### config.mk
export PLATFORM = sky130hd
export DESIGN_NAME = booth_result_serializer
export DESIGN_NICKNAME = d
export VERILOG_FILES = /design/src/rtl/booth_pkg.sv /design/src/rtl/booth_prod_fifo.sv /design/src/rtl/booth_result_serializer.sv
export SDC_FILE = /design/constraint.sdc
export NUM_CORES = 1
export LEC_CHECK = 0
export CORE_MARGIN = 2
export CORE_UTILIZATION = 45
export DETAILED_ROUTE_END_ITERATION = 8
export GPL_TIMING_DRIVEN = 0
export MAX_ROUTING_LAYER = met4
export PLACE_DENSITY = 0.86
export SYNTH_ARGS = -nofsm -noshare
export SYNTH_HDL_FRONTEND = slang
export SYNTH_SLANG_ARGS = --single-unit
### constraint.sdc
create_clock -name clk -period 1.8 [get_ports clk]
set_clock_uncertainty 0.15 [all_clocks]
set_input_delay 0.36 -clock clk [delete_from_list [all_inputs] [get_ports clk]]
set_output_delay 0.36 -clock clk [all_outputs]
set_load 0.05 [all_outputs]
### src/rtl/booth_pkg.sv
// Shared types and constants for the Booth multiplier output path.
package booth_pkg;

    localparam int PROD_W = 16;
    localparam int BYTE_W = 8;

    // Which half of the head product is currently on the byte port.
    typedef enum logic {
        PH_LO = 1'b0,
        PH_HI = 1'b1
    } phase_t;

    typedef logic signed [PROD_W-1:0] prod_t;

endpackage : booth_pkg

### src/rtl/booth_prod_fifo.sv
// Small register FIFO holding whole products; head entry is always visible on head.
module booth_prod_fifo #(
    parameter int PROD_W = 16,
    parameter int DEPTH  = 2,
    localparam int PTR_W = $clog2(DEPTH),
    localparam int CNT_W = $clog2(DEPTH + 1)
) (
    input  logic              clk,
    input  logic              rst,
    input  logic              clr,
    input  logic              push,
    input  logic              pop,
    input  logic [PROD_W-1:0] wdata,
    output logic [PROD_W-1:0] head,
    output logic [CNT_W-1:0]  count,
    output logic              full,
    output logic              empty
);

    localparam logic [CNT_W-1:0] FULL_CNT = CNT_W'(DEPTH);

    logic signed [PROD_W-1:0] mem [DEPTH];
    logic [PTR_W-1:0]         wr_ptr;
    logic [PTR_W-1:0]         rd_ptr;

    assign full  = (count == FULL_CNT);
    assign empty = (count == '0);
    assign head  = mem[rd_ptr];

    // Storage is reset so the byte port reads zero out of reset.
    always_ff @(posedge clk or posedge rst) begin
        if (rst) begin
            for (int i = 0; i < DEPTH; i++) begin
                mem[i] <= '0;
            end
        end else if (push && !clr) begin
            mem[wr_ptr] <= wdata;
        end
    end

    // Pointers wrap naturally because DEPTH is a power of two.
    always_ff @(posedge clk or posedge rst) begin
        if (rst) begin
            wr_ptr <= '0;
            rd_ptr <= '0;
            count  <= '0;
        end else if (clr) begin
            wr_ptr <= '0;
            rd_ptr <= '0;
            count  <= '0;
        end else begin
            if (push) begin
                wr_ptr <= wr_ptr + 1'b1;
            end
            if (pop) begin
                rd_ptr <= rd_ptr + 1'b1;
            end
            case ({push, pop})
                2'b10:   count <= count + 1'b1;
                2'b01:   count <= count - 1'b1;
                default: count <= count;
            endcase
        end
    end

endmodule : booth_prod_fifo

### src/rtl/booth_result_serializer.sv
// Buffers signed products from the Booth core and streams each one low byte first.
module booth_result_serializer #(
    parameter int PROD_W = 16,
    parameter int BYTE_W = 8,
    parameter int DEPTH  = 2,
    localparam int CNT_W = $clog2(DEPTH + 1)
) (
    input  logic              clk,
    input  logic              rst,
    input  logic              clr,
    input  logic              in_valid,
    output logic              in_ready,
    input  logic [PROD_W-1:0] in_product,
    output logic              out_valid,
    input  logic              out_ack,
    output logic [BYTE_W-1:0] out_byte,
    output logic              out_sel,
    output logic [CNT_W-1:0]  count,
    output logic              overflow
);

    import booth_pkg::*;

    if (PROD_W != 2 * BYTE_W) begin : g_bad_width
        $error("PROD_W must be exactly two bytes wide");
    end
    if ((DEPTH < 2) || ((DEPTH & (DEPTH - 1)) != 0)) begin : g_bad_depth
        $error("DEPTH must be a power of two and at least 2");
    end

    phase_t              phase_q;
    phase_t              phase_d;
    logic                overflow_q;
    logic                push;
    logic                pop;
    logic                byte_xfer;
    logic                full;
    logic                empty;
    logic [PROD_W-1:0]   head;

    function automatic logic [BYTE_W-1:0] select_byte(
        input logic [PROD_W-1:0] prod,
        input phase_t            ph
    );
        return (ph == PH_HI) ? prod[PROD_W-1:BYTE_W] : prod[BYTE_W-1:0];
    endfunction

    // in_ready comes from the registered count, so a pop while full frees the slot one cycle later.
    assign in_ready  = ~full;
    assign out_valid = ~empty;
    assign push      = in_valid & in_ready;
    assign byte_xfer = out_valid & out_ack;
    assign pop       = byte_xfer & (phase_q == PH_HI);

    booth_prod_fifo #(
        .PROD_W (PROD_W),
        .DEPTH  (DEPTH)
    ) u_fifo (
        .clk   (clk),
        .rst   (rst),
        .clr   (clr),
        .push  (push),
        .pop   (pop),
        .wdata (in_product),
        .head  (head),
        .count (count),
        .full  (full),
        .empty (empty)
    );

    always_ff @(posedge clk or posedge rst) begin
        if (rst) begin
            phase_q <= PH_LO;
        end else begin
            phase_q <= phase_d;
        end
    end

    always_comb begin
        phase_d = phase_q;
        if (clr) begin
            phase_d = PH_LO;
        end else if (byte_xfer) begin
            phase_d = (phase_q == PH_LO) ? PH_HI : PH_LO;
        end
    end

    // Sticky record of any product the core offered while the buffer was full.
    always_ff @(posedge clk or posedge rst) begin
        if (rst) begin
            overflow_q <= 1'b0;
        end else if (clr) begin
            overflow_q <= 1'b0;
        end else if (in_valid && !in_ready) begin
            overflow_q <= 1'b1;
        end
    end

    assign overflow = overflow_q;
    assign out_sel  = phase_q;
    assign out_byte = select_byte(head, phase_q);

endmodule : booth_result_serializer

; ---- Word-level counts from Yosys, hierarchy flattened
; Index checks and enable logic that the tools add are counted.
[op_classes]
n_bitwise = 7
addsub = 4
eq_ne = 3
n_reduce_logical = 10
mux = 18
order_cmp = 3
[ops]
columns = operator, count
row1 = $mux 16, 4
row2 = $bwmux 32, 1
row3 = $demux 16 s1, 1
row4 = $mux 1, 9
row5 = $mux 8, 1
row6 = $reduce_bool 2->1, 4
row7 = $eq 2x2->1 const B, 2
row8 = $ge 2x2->1 const B, 2
row9 = $not 1->2, 2
row10 = $pmux 2 s2, 1
row11 = $and 1x1->1, 3
row12 = $logic_and 1x1->1, 3
row13 = $reduce_bool 3->1, 1
row14 = $add 1x1->1 const B, 2
row15 = $add 2x1->2 const B, 1
row16 = $eq 2x1->1 const B, 1
row17 = $logic_not 2->1, 1
row18 = $lt 2x1->1 const B, 1
row19 = $mux 2, 1
row20 = $not 1->1, 2
row21 = $sub 2x1->2 const B, 1
row22 = $logic_not 1->1, 1
[word_totals]
wordCells = 52
in_bits = 21
output_inout_bits = 14
regBits = 38

; ---- Depth between registers and ports, before layout
; Gate-level depths: netlist (run 1).
[depth]
ltp_word = 7
ltp_mapped = 5
mapped_depth_nobuf = 4

; ---- Hierarchy
; From an unflattened synthesis (run 1), not the netlist that was laid out.
[hier_totals]
hier_cells = 128
hier_area_um2 = 1888.1
[by_module_without_submodules]
columns = module, area_per_inst_um2, instances, cells_each, seq_area_each_um2
row1 = booth_prod_fifo, 1661.6, 1, 106, 900.9
row2 = booth_result_serializer, 226.5, 1, 22, 50.0

; ---- Worst setup path after synthesis (run 1)
; OpenSTA, ideal clock, no wires.
[synth_timing]
kind = flip-flop to output port
startpoint = register phase_q, in the netlist out_sel
endpoint = output port out_byte[0]
required_time_ns = 1.290
arrival_time_ns = 1.683
stages_incl_launch_ff = 3
slack_ns = -0.393
path_buffers = 1
cell_sequence = dfrtp_1 > buf_2 > mux4_2
[synth_via]
elab_chain_cells = 1
[synth_lines]
columns = element, line_no
row1 = start: declaration, booth_result_serializer.sv:31  ; phase_t phase_q;
row2 = start signal: assignment, booth_result_serializer.sv:75  ; phase_q <= phase_d;
row3 = $mux 8, booth_result_serializer.sv:45  ; return (ph == PH_HI) ? prod[PROD_W-1:BYTE_W] : prod[BYTE_W-1:0];
row4 = end: declaration, booth_result_serializer.sv:16  ; output logic [BYTE_W-1:0] out_byte,
; No other way between the ends.

; ---- Worst setup path in the final report (run 1)
[layout_timing]
startpoint = register phase_q, in the netlist out_sel
endpoint = output port out_byte[2]
; Same word-level chain as after synthesis.

==> flow_summary.json, run 1 <==
{
  "crit_path_max_incr_delay_ps": 520,
  "synth_compound_area_share_pct": 3.55,
  "vias": 1143,
  "rr_worst_depth": 4,
  "yosys-top-cells-area": "dfrtp_1 55%, mux2_2 21%, mux4_2 10%",
  "max_cap_violations": 0,
  "grt_start_max_net_pins": 39,
  "diodes": 0,
  "fmax_mhz": 486,
  "final_net_count": 188,
  "slowest_stage": "mux4_2",
  "clock_latency_ps": 290,
  "crit_path_end_kind": "output pin",
  "drtPass1Iterations": 4,
  "critPathKind": "flip-flop to output pin",
  "crit_required_ps": 1290,
  "finalCritPeriodShare_pct": 114,
  "critPathLaunchType": "flip-flop",
  "fin_ws_ps": -256,
  "power.internal_mw": 1.82,
  "powerDensity_mw_per_mm2": 1130,
  "synth-seq-area-share_pct": 55.1,
  "cp.arrival_ps": 1550,
  "rows": 22,
  "ir_worst_vdd_uv": 705,
  "async_flop_share_pct": 100,
  "yosys_warnings": 0,
  "wl_per_cell_um": 16.5,
  "die-width_um": 65.9,
  "finalHoldViolations": 0,
  "synth.distinct_cells": 23,
  "syn_to_final_growth_pct": 36.7,
  "place_ws_ps": -679,
  "synth_fa_ha_area_share_pct": 0,
  "pwr-share-clk_pct": 22.6,
  "crit_buf_inv": 2,
  "synth_xor_area_share_pct": 0.507,
  "syn_inst": 113,
  "drtAntennaViolNets": 0,
  "hold_depth": 2,
  "relSlewSlack_pct": 47.2,
  "grt_pass1_wl_um": 6090,
  "crit_cells": 3,
  "cts_tree": "yes",
  "syn_nets": 134,
  "synth_top_area_cell": "dfrtp_1",
  "path_max_fanout": 7,
  "avgSynthCellArea_um2": 15.3,
  "drtIter0Drc": 20,
  "muxShareOfSynthArea_pct": 31.3,
  "switching_share_pct": 31.7,
  "synth_top_family_by_area": "multiplexers",
  "vias_per_cell": 5.29,
  "netlist_area_mm2": 0.00173,
  "placement.io_buffers": 33,
  "core_area_mm2": 0.00369,
  "holdCritPathClass": "input pin to flip-flop",
  "tightestPinTransition_ps": 791,
  "setup_viol": 8,
  "p_switching_mw": 0.845,
  "leakagePower_nw": 1.01,
  "ctsHoldBuffers": 0,
  "grt.overflow.total": 0,
  "worst_hold_slack_ps": 309,
  "die_y_um": 65.9,
  "synth_ff_type": "dfrtp_1",
  "clk_path_buf_depth": 2,
  "layout-drive-gt1-share_pct": 52.4,
  "synth-seq-cells": 38,
  "synth_edf_count": 0,
  "clk_pin_slew_worst_paths_ps": 70,
  "drc": 0,
  "start_util_pct": 46.8,
  "rsz0062_at_grt": "true",
  "cp_top_family": "multiplexers",
  "clock-sinks": 38,
  "combPwrFrac_pct": 33.4,
  "place_congestion": 0.729,
  "cts_buffers": 5,
  "yosysTopAreaCellShare_pct": 55.1,
  "grt_pass1_vias": 1262,
  "finalMaxSlewViolations": 0,
  "dieArea_mm2": 0.00435,
  "antenna_found_initial": 0,
  "status": "complete, but fails checks",
  "cts_root_buf": "clkbuf_8",
  "htreeDepth": 2,
  "detailed_place_hpwl_um": 2350,
  "violations": "setup timing",
  "ios": 35,
  "wirelength_um": 3570,
  "mostFrequentLayoutCells": "35 x dfrtp_1, 32 x mux2_2, 18 x clkdlybuf4s50_1",
  "power_frac_seq_pct": 44.0,
  "grt_usage_pct": 19.9,
  "final_common_cell": "dfrtp_1",
  "worstPathCellList": "buf_12, mux4_2, buf_6",
  "synth-simple-area-share_pct": 6.67,
  "period_needed_ps": 2060
}
metal layers:
layer,global-route usage (%),part of all wire [%],up-vias
li1,-,-,527
met1,24.4,43,584
met2,32.8,52,29
met3,5.79,4.4,3
met4,4.59,0.76,0
met5,-,0,-
metrics by stage:
| stage | TNS, ps | util [%] | std cells | instance area, um2 | power, mW |
|---|---|---|---|---|---|
| 3_3_place_gp | -27260 | 57.7 | 194 | 2130 | 1.98 |
| 2_1_floorplan | -2800 | - | 113 | 1740 | 1.76 |
| 6_report | -1810 | 64.0 | 216 | 2360 | 2.67 |
| 3_5_place_dp | -30840 | 57.7 | 194 | 2130 | 2.02 |
| 4_1_cts | -1890 | 64.2 | 217 | 2370 | 2.68 |
| 5_1_grt | -2030 | 64.0 | 216 | 2360 | 2.80 |
worst register-to-register path, cell delays in order (launching register included):
cell,delay [ps]
dfrtp_2,450
and2b_4,210
nor4_4,240
buf_6,210
mux2_2,350
worst paths after layout:
kind | start | endpoint | slack, ps
setup / recovery | out_sel$_DFFE_PP0P_ | out_byte[2] | -260
hold / removal | clr | out_sel$_DFFE_PP0P_ | 310
setup reg to reg | u_fifo.count[1]$_DFFE_PP0P_ | u_fifo.mem[25]$_DFFE_PP0P_ | 90
hold reg to reg | overflow$_DFFE_PP0P_ | overflow$_DFFE_PP0P_ | 350
max in group asynchronous | rst | u_fifo.count[1]$_DFFE_PP0P_ | 620
min in group asynchronous | rst | u_fifo.mem[16]$_DFFE_PP0P_ | 400
cell families after synthesis:
logic type	count (synthesis)
muxes	40
DFF	38
and+or+nand+nor	14
AOI/OAI and AO/OA	11
xor gates and xnor gates	1
buffers and inverters	9
Yosys cell counts (2+ instances only):
| cell | count |
|---|---|
| a21oi_1 | 4 |
| a31oi_1 | 2 |
| buf_6 | 2 |
| clkbuf_1 | 2 |
| dfrtp_1 | 38 |
| inv_1 | 2 |
| inv_2 | 2 |
| mux2_2 | 32 |
| mux4_2 | 8 |
| nand2_1 | 2 |
| nand3_1 | 2 |
| nor2_1 | 3 |
| o21ai_0 | 4 |
layout make-up:
class	instances	area, um2
Fill cell	278	1330
Clock buffer	7	86.3
Timing Repair Buffer	47	442
Inverter	4	21.3
Clock inverter	1	5.00
Sequential cell	38	955
Buffer	5	63.8
Multi-Input combinational cell	66	728
Tap cell	48	60.1
power by group through the flow:
stage	logic, mW	clock network (mW)	registers, mW
floorplan	0.582	0	1.18
global placement	0.809	0	1.17
CTS	0.899	0.615	1.17
detailed placement	0.831	0	1.19
global route	0.946	0.651	1.20
finish	0.890	0.603	1.17
what timing repair did:
item	in CTS	in global routing
buffers inserted	15	0
pin swaps	1	1
gates resized for setup	82	3
setup endpoints to repair	78	20
state kept, by name, indices dropped and copies added, names as in the netlist:
signal	flops
u_fifo.count	2
u_fifo.rd_ptr	1
out_sel	1
overflow	1
u_fifo.mem	32
u_fifo.wr_ptr	1
(Power assumes the default switching activity.)
==> inputs of run 2 (changes only) <==
Settings changed: PLACE_DENSITY 0.86 to 0.74.
==> flow_summary.json, run 2 (synthesized netlist as in run 1, its figures left out) <==
{
  "ctsHoldBuffers": 0,
  "combPwrFrac_pct": 34.8,
  "drtAntennaViolNets": 0,
  "fill_cells": 291,
  "crit_required_ps": 1290,
  "finalHoldViolations": 0,
  "clock_latency_ps": 280,
  "drc": 0,
  "die-width_um": 65.9,
  "place_ws_ps": -744,
  "cp.arrival_ps": 1520,
  "p_switching_mw": 0.835,
  "finalMaxSlewViolations": 0,
  "diodes": 0,
  "clk_path_buf_depth": 2,
  "vias_per_cell": 5.39,
  "vias": 1191,
  "finalCritPeriodShare_pct": 113,
  "antenna_found_initial": 0,
  "grt_usage_pct": 19.7,
  "clk_pin_slew_worst_paths_ps": 70,
  "detailed_place_hpwl_um": 2180,
  "htreeDepth": 2,
  "syn_to_final_growth_pct": 42.2,
  "die_y_um": 65.9,
  "setup_viol": 8,
  "placedInstanceArea_mm2": 0.00213,
  "relSlewSlack_pct": 46.2,
  "fmax_mhz": 493,
  "cts_root_buf": "clkbuf_8",
  "critPathLaunchType": "flip-flop",
  "r2r_start": "u_fifo.count[0]$_DFFE_PP0P_",
  "leakagePower_nw": 1.08,
  "grt_pass1_vias": 1208,
  "pwr-share-clk_pct": 21.7,
  "wirelength_um": 3680,
  "holdCritPathClass": "input pin to flip-flop",
  "final_net_count": 193,
  "tightestPinTransition_ps": 805,
  "max_cap_violations": 0,
  "largest_reg_flops": 32,
  "largest-register": "u_fifo.mem",
  "top_regs": "u_fifo.mem x32, u_fifo.count x2",
  "rows": 22,
  "powerDensity_mw_per_mm2": 1100,
  "crit_path_end_kind": "output pin",
  "drtPass1Iterations": 4,
  "placement.io_buffers": 33,
  "violations": "setup timing",
  "rsz0062_at_grt": "true",
  "min_from": "clr",
  "path_max_fanout": 8,
  "startpoint": "out_sel$_DFFE_PP0P_",
  "start_util_pct": 46.8,
  "layout-drive-gt1-share_pct": 53.8,
  "grt.overflow.total": 0,
  "cts_buffers": 5,
  "core_area_mm2": 0.00369,
  "ir_worst_vdd_uv": 613,
  "fin_ws_ps": -227,
  "clock-sinks": 38,
  "place_congestion": 0.777,
  "final_common_cell": "dfrtp_1",
  "cts_tree": "yes",
  "drtIter0Drc": 67,
  "dieArea_mm2": 0.00435,
  "mostFrequentLayoutCells": "35 x dfrtp_1, 22 x mux2_2, 18 x clkdlybuf4s50_1",
  "critPathKind": "flip-flop to output pin",
  "grt_pass1_wl_um": 6070,
  "power.internal_mw": 1.87,
  "grt_start_max_net_pins": 39,
  "status": "complete, but fails checks",
  "power_frac_seq_pct": 43.5,
  "switching_share_pct": 30.9,
  "wl_per_cell_um": 16.7,
  "ios": 35,
  "design_area_mm2": 0.00246,
  "period_needed_ps": 2030
}
run 2: layout make-up:
cell class              instances  area [um2]  area share [%]
plain buffers                   5        63.8            2.60
repair buffers                 52         502            20.4
flip-flops and latches         38         955            38.9
clock inverters                 1        5.00           0.204
multi-input cells              66         763            31.1
clock buffers                   7        86.3            3.52
well taps                      48        60.1            2.45
inverters                       4        21.3           0.866
run 2: what timing repair did:
item / 4_1_cts / 5_1_grt
gates cloned: 2 / 0
pin swaps: 1 / 1
gates resized for setup: 93 / 6
buffers inserted: 16 / 2
setup endpoints to repair: 69 / 38
run 2: final timing paths:
check	to	slack, ps	depth (start not counted)
min reg2reg	overflow$_DFFE_PP0P_	350	2
min in group asynchronous	overflow$_DFFE_PP0P_	410	2
max in group asynchronous	u_fifo.count[1]$_DFFE_PP0P_	610	2
max	out_byte[6]	-230	3
max reg2reg	u_fifo.mem[5]$_DFFE_PP0P_	20	6
min	overflow$_DFFE_PP0P_	310	2
run 2: power groups by stage:
| stage | Sequential (mW) | Clock, mW | Combinational [mW] |
|---|---|---|---|
| after floorplan | 1.18 | 0 | 0.582 |
| after global placement | 1.17 | 0 | 0.807 |
| after detailed placement | 1.19 | 0 | 0.823 |
| after CTS | 1.17 | 0.612 | 0.940 |
| after global routing | 1.20 | 0.669 | 0.990 |
| final | 1.18 | 0.587 | 0.940 |
run 2: per-layer routing:
metal  up-vias  share of wire [%]  wire, um  GRT usage [%]
li1        533                  -         -              -
met1       607                 44      1640           27.3
met2        47                 48      1770           28.4
met3         4                6.3       232           5.79
met4         0                1.2        43           5.87
met5         -                  0         0              -
run 2: metrics by stage:
step / TNS [ps] / total power [mW] / hold WS (ps) / cells / utilization, %
6_report: -1570 / 2.70 / 306 / 221 / 66.6
5_1_grt: -1990 / 2.86 / 323 / 221 / 66.6
4_1_cts: -2010 / 2.73 / 295 / 220 / 66.2
3_5_place_dp: -32970 / 2.01 / 345 / 194 / 57.7
3_3_place_gp: -29210 / 1.98 / 332 / 194 / 57.7
2_1_floorplan: -2800 / 1.76 / 324 / 113 / -
run 2: critical path: stages (launching register included):
cell	delay (ps)
dfrtp_2	410
buf_12	140
mux4_2	510
buf_6	170
==> inputs of run 3 (changes only) <==
Settings changed: PLACE_DENSITY 0.74 to 0.73.
==> flow_summary.json, run 3 (synthesized netlist as in run 1, its figures left out) <==
{
  "design_area_mm2": 0.00237,
  "ir_worst_vdd_uv": 601,
  "rsz0062_at_grt": "true",
  "fmax_mhz": 491,
  "grt_pass1_wl_um": 5520,
  "critPathKind": "flip-flop to output pin",
  "critPathLaunchType": "flip-flop",
  "hold_depth": 2,
  "placement.io_buffers": 33,
  "htreeDepth": 2,
  "r2r_start": "u_fifo.count[0]$_DFFE_PP0P_",
  "violations": "setup timing",
  "switching_share_pct": 31.3,
  "antenna_found_initial": 0,
  "die-width_um": 65.9,
  "finalHoldViolations": 0,
  "max_cap_violations": 0,
  "cp_top_family": "multiplexers",
  "largest-register": "u_fifo.mem",
  "die_y_um": 65.9,
  "finalMaxSlewViolations": 0,
  "drtPass1Iterations": 4,
  "clk_path_buf_depth": 2,
  "grt_start_max_net_pins": 22,
  "crit_required_ps": 1290,
  "setup_viol": 8,
  "layout-drive-gt1-share_pct": 52.1,
  "crit_path_end_kind": "output pin",
  "powerDensity_mw_per_mm2": 1120,
  "vias_per_cell": 5.11,
  "min_to": "overflow$_DFFE_PP0P_",
  "rr_worst_depth": 4,
  "drtAntennaViolNets": 0,
  "clock-sinks": 38,
  "syn_to_final_growth_pct": 37.3,
  "detailed_place_hpwl_um": 2280,
  "cts_buffers": 5,
  "grt_pass1_vias": 1208,
  "cp.arrival_ps": 1530,
  "placedInstanceArea_mm2": 0.00216,
  "fin_ws_ps": -237,
  "min_from": "clr",
  "wl_per_cell_um": 15.1,
  "top_regs": "u_fifo.mem x32, u_fifo.count x2",
  "place_congestion": 0.773,
  "relSlewSlack_pct": 41.4,
  "slowest_stage": "mux4_2",
  "final_net_count": 187,
  "final_common_cell": "dfrtp_1",
  "ios": 35,
  "cts_root_buf": "clkbuf_8",
  "worstPathCellList": "buf_12, mux4_2, buf_8",
  "drtIter0Drc": 39,
  "clock_latency_ps": 290,
  "r2r_end": "u_fifo.mem[16]$_DFFE_PP0P_",
  "setup_tns_ps": -1590,
  "grt.overflow.total": 0,
  "core_area_mm2": 0.00369,
  "period_needed_ps": 2040,
  "status": "complete, but fails checks",
  "largest_reg_flops": 32,
  "pwr-share-clk_pct": 22.9,
  "crit_buf_inv": 2,
  "reg2reg_slack_ps": 100,
  "diodes": 0,
  "dieArea_mm2": 0.00435,
  "leakagePower_nw": 1.01,
  "holdCritPathClass": "input pin to flip-flop",
  "drc": 0,
  "mostFrequentLayoutCells": "35 x dfrtp_1, 32 x mux2_2, 18 x clkdlybuf4s50_1",
  "wirelength_um": 3250,
  "tightestPinTransition_ps": 877,
  "worst_hold_slack_ps": 301,
  "finalCritPeriodShare_pct": 113,
  "vias": 1099,
  "rows": 22,
  "cts_tree": "yes",
  "startpoint": "out_sel$_DFFE_PP0P_",
  "fin_util_pct": 64.3,
  "clk_pin_slew_worst_paths_ps": 70,
  "power.internal_mw": 1.82,
  "combPwrFrac_pct": 33.2,
  "p_switching_mw": 0.831,
  "path_max_fanout": 8,
  "grt_usage_pct": 17.7,
  "crit_path_max_incr_delay_ps": 520,
  "power_frac_seq_pct": 43.9,
  "start_util_pct": 46.8
}
run 3: cell count changes in the layout (fill, tap and decap cells not counted):
cell | before | now
mux2_2 | 22 | 32
mux2_4 | 10 | 0
buf_4 | 16 | 12
buf_6 | 11 | 8
buf_8 | 2 | 3
clkbuf_1 | 2 | 1
clkdlybuf4s15_1 | 1 | 2
dlygate4sd2_1 | 3 | 2
inv_1 | 1 | 2
run 3: repair_timing:
action / in CTS / in global routing
setup buffers: 8 / 4
pin swaps: 1 / 1
cloned: 0 / 0
hold buffers: 0 / 0
gates resized for setup: 78 / 7
setup endpoints to repair: 31 / 37
run 3: area by class of cell:
type                    instances  area, um2
fillers                       286       1320
multi-input cells              66        726
plain buffers                   5       63.8
inverters                       4       17.5
clock buffers                   6       82.6
well taps                      48       60.1
clock inverters                 2       12.5
flip-flops and latches         38        955
repair buffers                 46        454
run 3: worst reg2reg max path: cells and delay by family, from the launching register on:
family                 cells  cell delay, ps
AND/OR/NAND/NOR            2             460
multiplexers               1             350
buffers and inverters      1             210
flip-flops                 1             420
run 3: stage by stage:
stage               setup WS [ps]  cells  power [mW]
floorplan                    -114    113        1.76
global placement             -719    194        1.98
detailed placement           -751    195        2.02
CTS                          -260    211        2.67
global route                 -266    215        2.79
finish                       -237    215        2.65
run 3: power groups by stage:
stage | Clock (mW) | Sequential (mW) | Combinational (mW)
global placement | 0 | 1.17 | 0.809
global route | 0.663 | 1.19 | 0.933
detailed placement | 0 | 1.18 | 0.832
CTS | 0.622 | 1.17 | 0.881
finish | 0.608 | 1.17 | 0.880
floorplan | 0 | 1.18 | 0.582
run 3: metal layers:
metal  wire length, um  global-route usage [%]  up-vias
met1              1420                    21.3      548
met5                 0                       -        -
li1                  -                       -      519
met2              1610                    28.7       28
met3               181                    3.92        4
met4                38                    8.42        0
run 3: worst max path at each step:
stage	end	slack, ps	cells past startpoint
2_1_floorplan	u_fifo.mem[0]$_DFFE_PP0P_	-110	5
3_5_place_dp	u_fifo.mem[20]$_DFFE_PP0P_	-750	5
4_1_cts	out_byte[1]	-260	3
5_1_grt	out_byte[1]	-270	3
6_report	out_byte[1]	-240	3
3_3_place_gp	u_fifo.mem[20]$_DFFE_PP0P_	-720	5
==> RTL edit, RTL diff (flow settings as in run 1) <==
`DEPTH` is set to 2 in 2 places; all go to 4.
--- a/src/rtl/booth_prod_fifo.sv
+++ b/src/rtl/booth_prod_fifo.sv
@@ -1,7 +1,7 @@
 // Small register FIFO holding whole products; head entry is always visible on head.
 module booth_prod_fifo #(
     parameter int PROD_W = 16,
-    parameter int DEPTH  = 2,
+    parameter int DEPTH  = 4,
     localparam int PTR_W = $clog2(DEPTH),
     localparam int CNT_W = $clog2(DEPTH + 1)
 ) (
--- a/src/rtl/booth_result_serializer.sv
+++ b/src/rtl/booth_result_serializer.sv
@@ -2,7 +2,7 @@
 module booth_result_serializer #(
     parameter int PROD_W = 16,
     parameter int BYTE_W = 8,
-    parameter int DEPTH  = 2,
+    parameter int DEPTH  = 4,
     localparam int CNT_W = $clog2(DEPTH + 1)
 ) (
     input  logic              clk,
Interface: changed (resized count); port bits go from 35 to 36. The function was not compared with the original's and may differ.
==> RTL edit against run 1 <==
  * The run still ends with setup timing left
  * First-iteration DRC count rose to 4.9 times the old value
  * Largest cell class is now multi-input gates
  * Critical endpoint is now out_byte[0]
  * Design area up 120%
  * Fmax down 16%
  * Routed wire length up 140%
  * Via count up 87%
  * Sequential power up 110%
  * Total power up 130%
  * Worst hold slack worse by 0.0064 ns
  * Cell count up 87%
  * Count of clock-buffer cells in the layout up 3
  * Worst setup slack worse by 0.39 ns
  * Area after synthesis up 97%
  * Sequential cell count up 35
==> RTL edit: results (changes against run 1) <==
clk cell area share=4.099% (+0.23 points); M3 GR Usage=6.141% (+0.35 points); area grow syn2layout=49.50%; Worst Hold Slack=0.3022 ns (-0.006420 ns); failing checks=setup timing; RD Place Congestion=0.7328 (+0.47%); Post-synth top cells=74 x mux2_2, 73 x dfrtp_1, 16 x mux4_2, 7 x nor2_1; NumNets Final=326 (+73%); setup slack after layout=-0.6424 ns (-0.3862 ns); Buffers, non-clock=81 (+56%); met3 WL=291 µm (+87%); H-tree depth=3 (+1); Reg2Reg Depth=7 (+3); Clock Buffer Count=10 (+3); mux cell area share after synthesis=35.60% (+4.3 points); layout cell share with drive strength beyond 1=60.20% (+7.8 points); detailed-route vias per instance=5.318 (+0.49%); DRT iter0 DRCs=97 (+390%); Sequential cell area=0.001832 mm² (+92%); GRT met1 Usage=29.59% (+5.2 points); CP Launch Point=u_fifo.rd_ptr[0]; synthesized area per cell=15.64 µm² (+2.4%); Post-Synth XOR/XNOR Area=1.284% (+0.78 points); I/O Buffers=35 (+6.1%); TNS Setup=-21.17 ns (-19.37 ns); via count=2143 (+87%); Arrival @ worst endpoint=1.93 ns (+0.38 ns); HPWL after DPL=4.333 mm (+84%); R2R setup slack=-0.42 ns (-0.51 ns); CP max stage delay=0.49 ns (-0.03 ns); r2r startpoint=u_fifo.count[0]; pwr/cell area=1178 mW/mm² (+4.3%); RR Endpoint=u_fifo.count[2]; sequential-to-total area share from yosys stat=53.58% (-1.5 points); buffering overhead=19.93% (-1.5 points); outcome=finished, violations left; main area contributors after synthesis=dfrtp_1 54%, mux2_2 24%, mux4_2 11%, ha_1 1.5%, buf_6 1.3%; vias in the first global route=2370 (+88%); Tot GR Track Use=22.47% (+2.6 points); drt total wl=8.391 mm (+140%); # fillers=489 (+76%); Largest regs=u_fifo.mem: 64 flops, u_fifo.count: 3 flops; DRT met1 WL=3.748 mm (+150%); critical path fanouts, max=6 (-1); met2 wire length=4.210 mm (+130%); CP endpoint=out_byte[0]; worst-skew pair later-pin latency=0.36 ns (+0.07 ns); Hold Path Class=primary input to asynchronous set/reset pin; FF+latch count, synth=73 (+92%); grt met2 use=34.32% (+1.5 points); Final Util=69.90% (+5.9 points); # placed instances=353 (+82%); setup violators final=77 (+69); count of multi-input combinational gates=131 (+98%)
RTL edit: cell count changes after synthesis, moves of 4 or more:
| cell | before | now |
|---|---|---|
| o21ai_0 | 4 | 0 |
| nand2_2 | 0 | 4 |
| ha_1 | 0 | 4 |
| mux2_2 | 32 | 74 |
| mux4_2 | 8 | 16 |
| nor2_1 | 3 | 7 |
| dfrtp_1 | 38 | 73 |
RTL edit: power by group:
group | leakage (nW) | switching [mW] | total, mW | internal [mW]
clock network | 0.102 | 0.631 | 1.40 | 0.773
registers | 0.915 | 0.290 | 2.42 | 2.13
logic | 1.42 | 0.870 | 2.18 | 1.31
total | 2.44 | 1.79 | 6.00 | 4.21
RTL edit: timing repair:
| action | 4_1_cts | 5_1_grt |
|---|---|---|
| endpoints found under the setup margin | 82 | 83 |
| pin swaps | 7 | 5 |
| hold endpoints to repair | 0 | 0 |
| setup buffers | 29 | 8 |
| cloned | 4 | 1 |
| gates resized for setup | 193 | 27 |
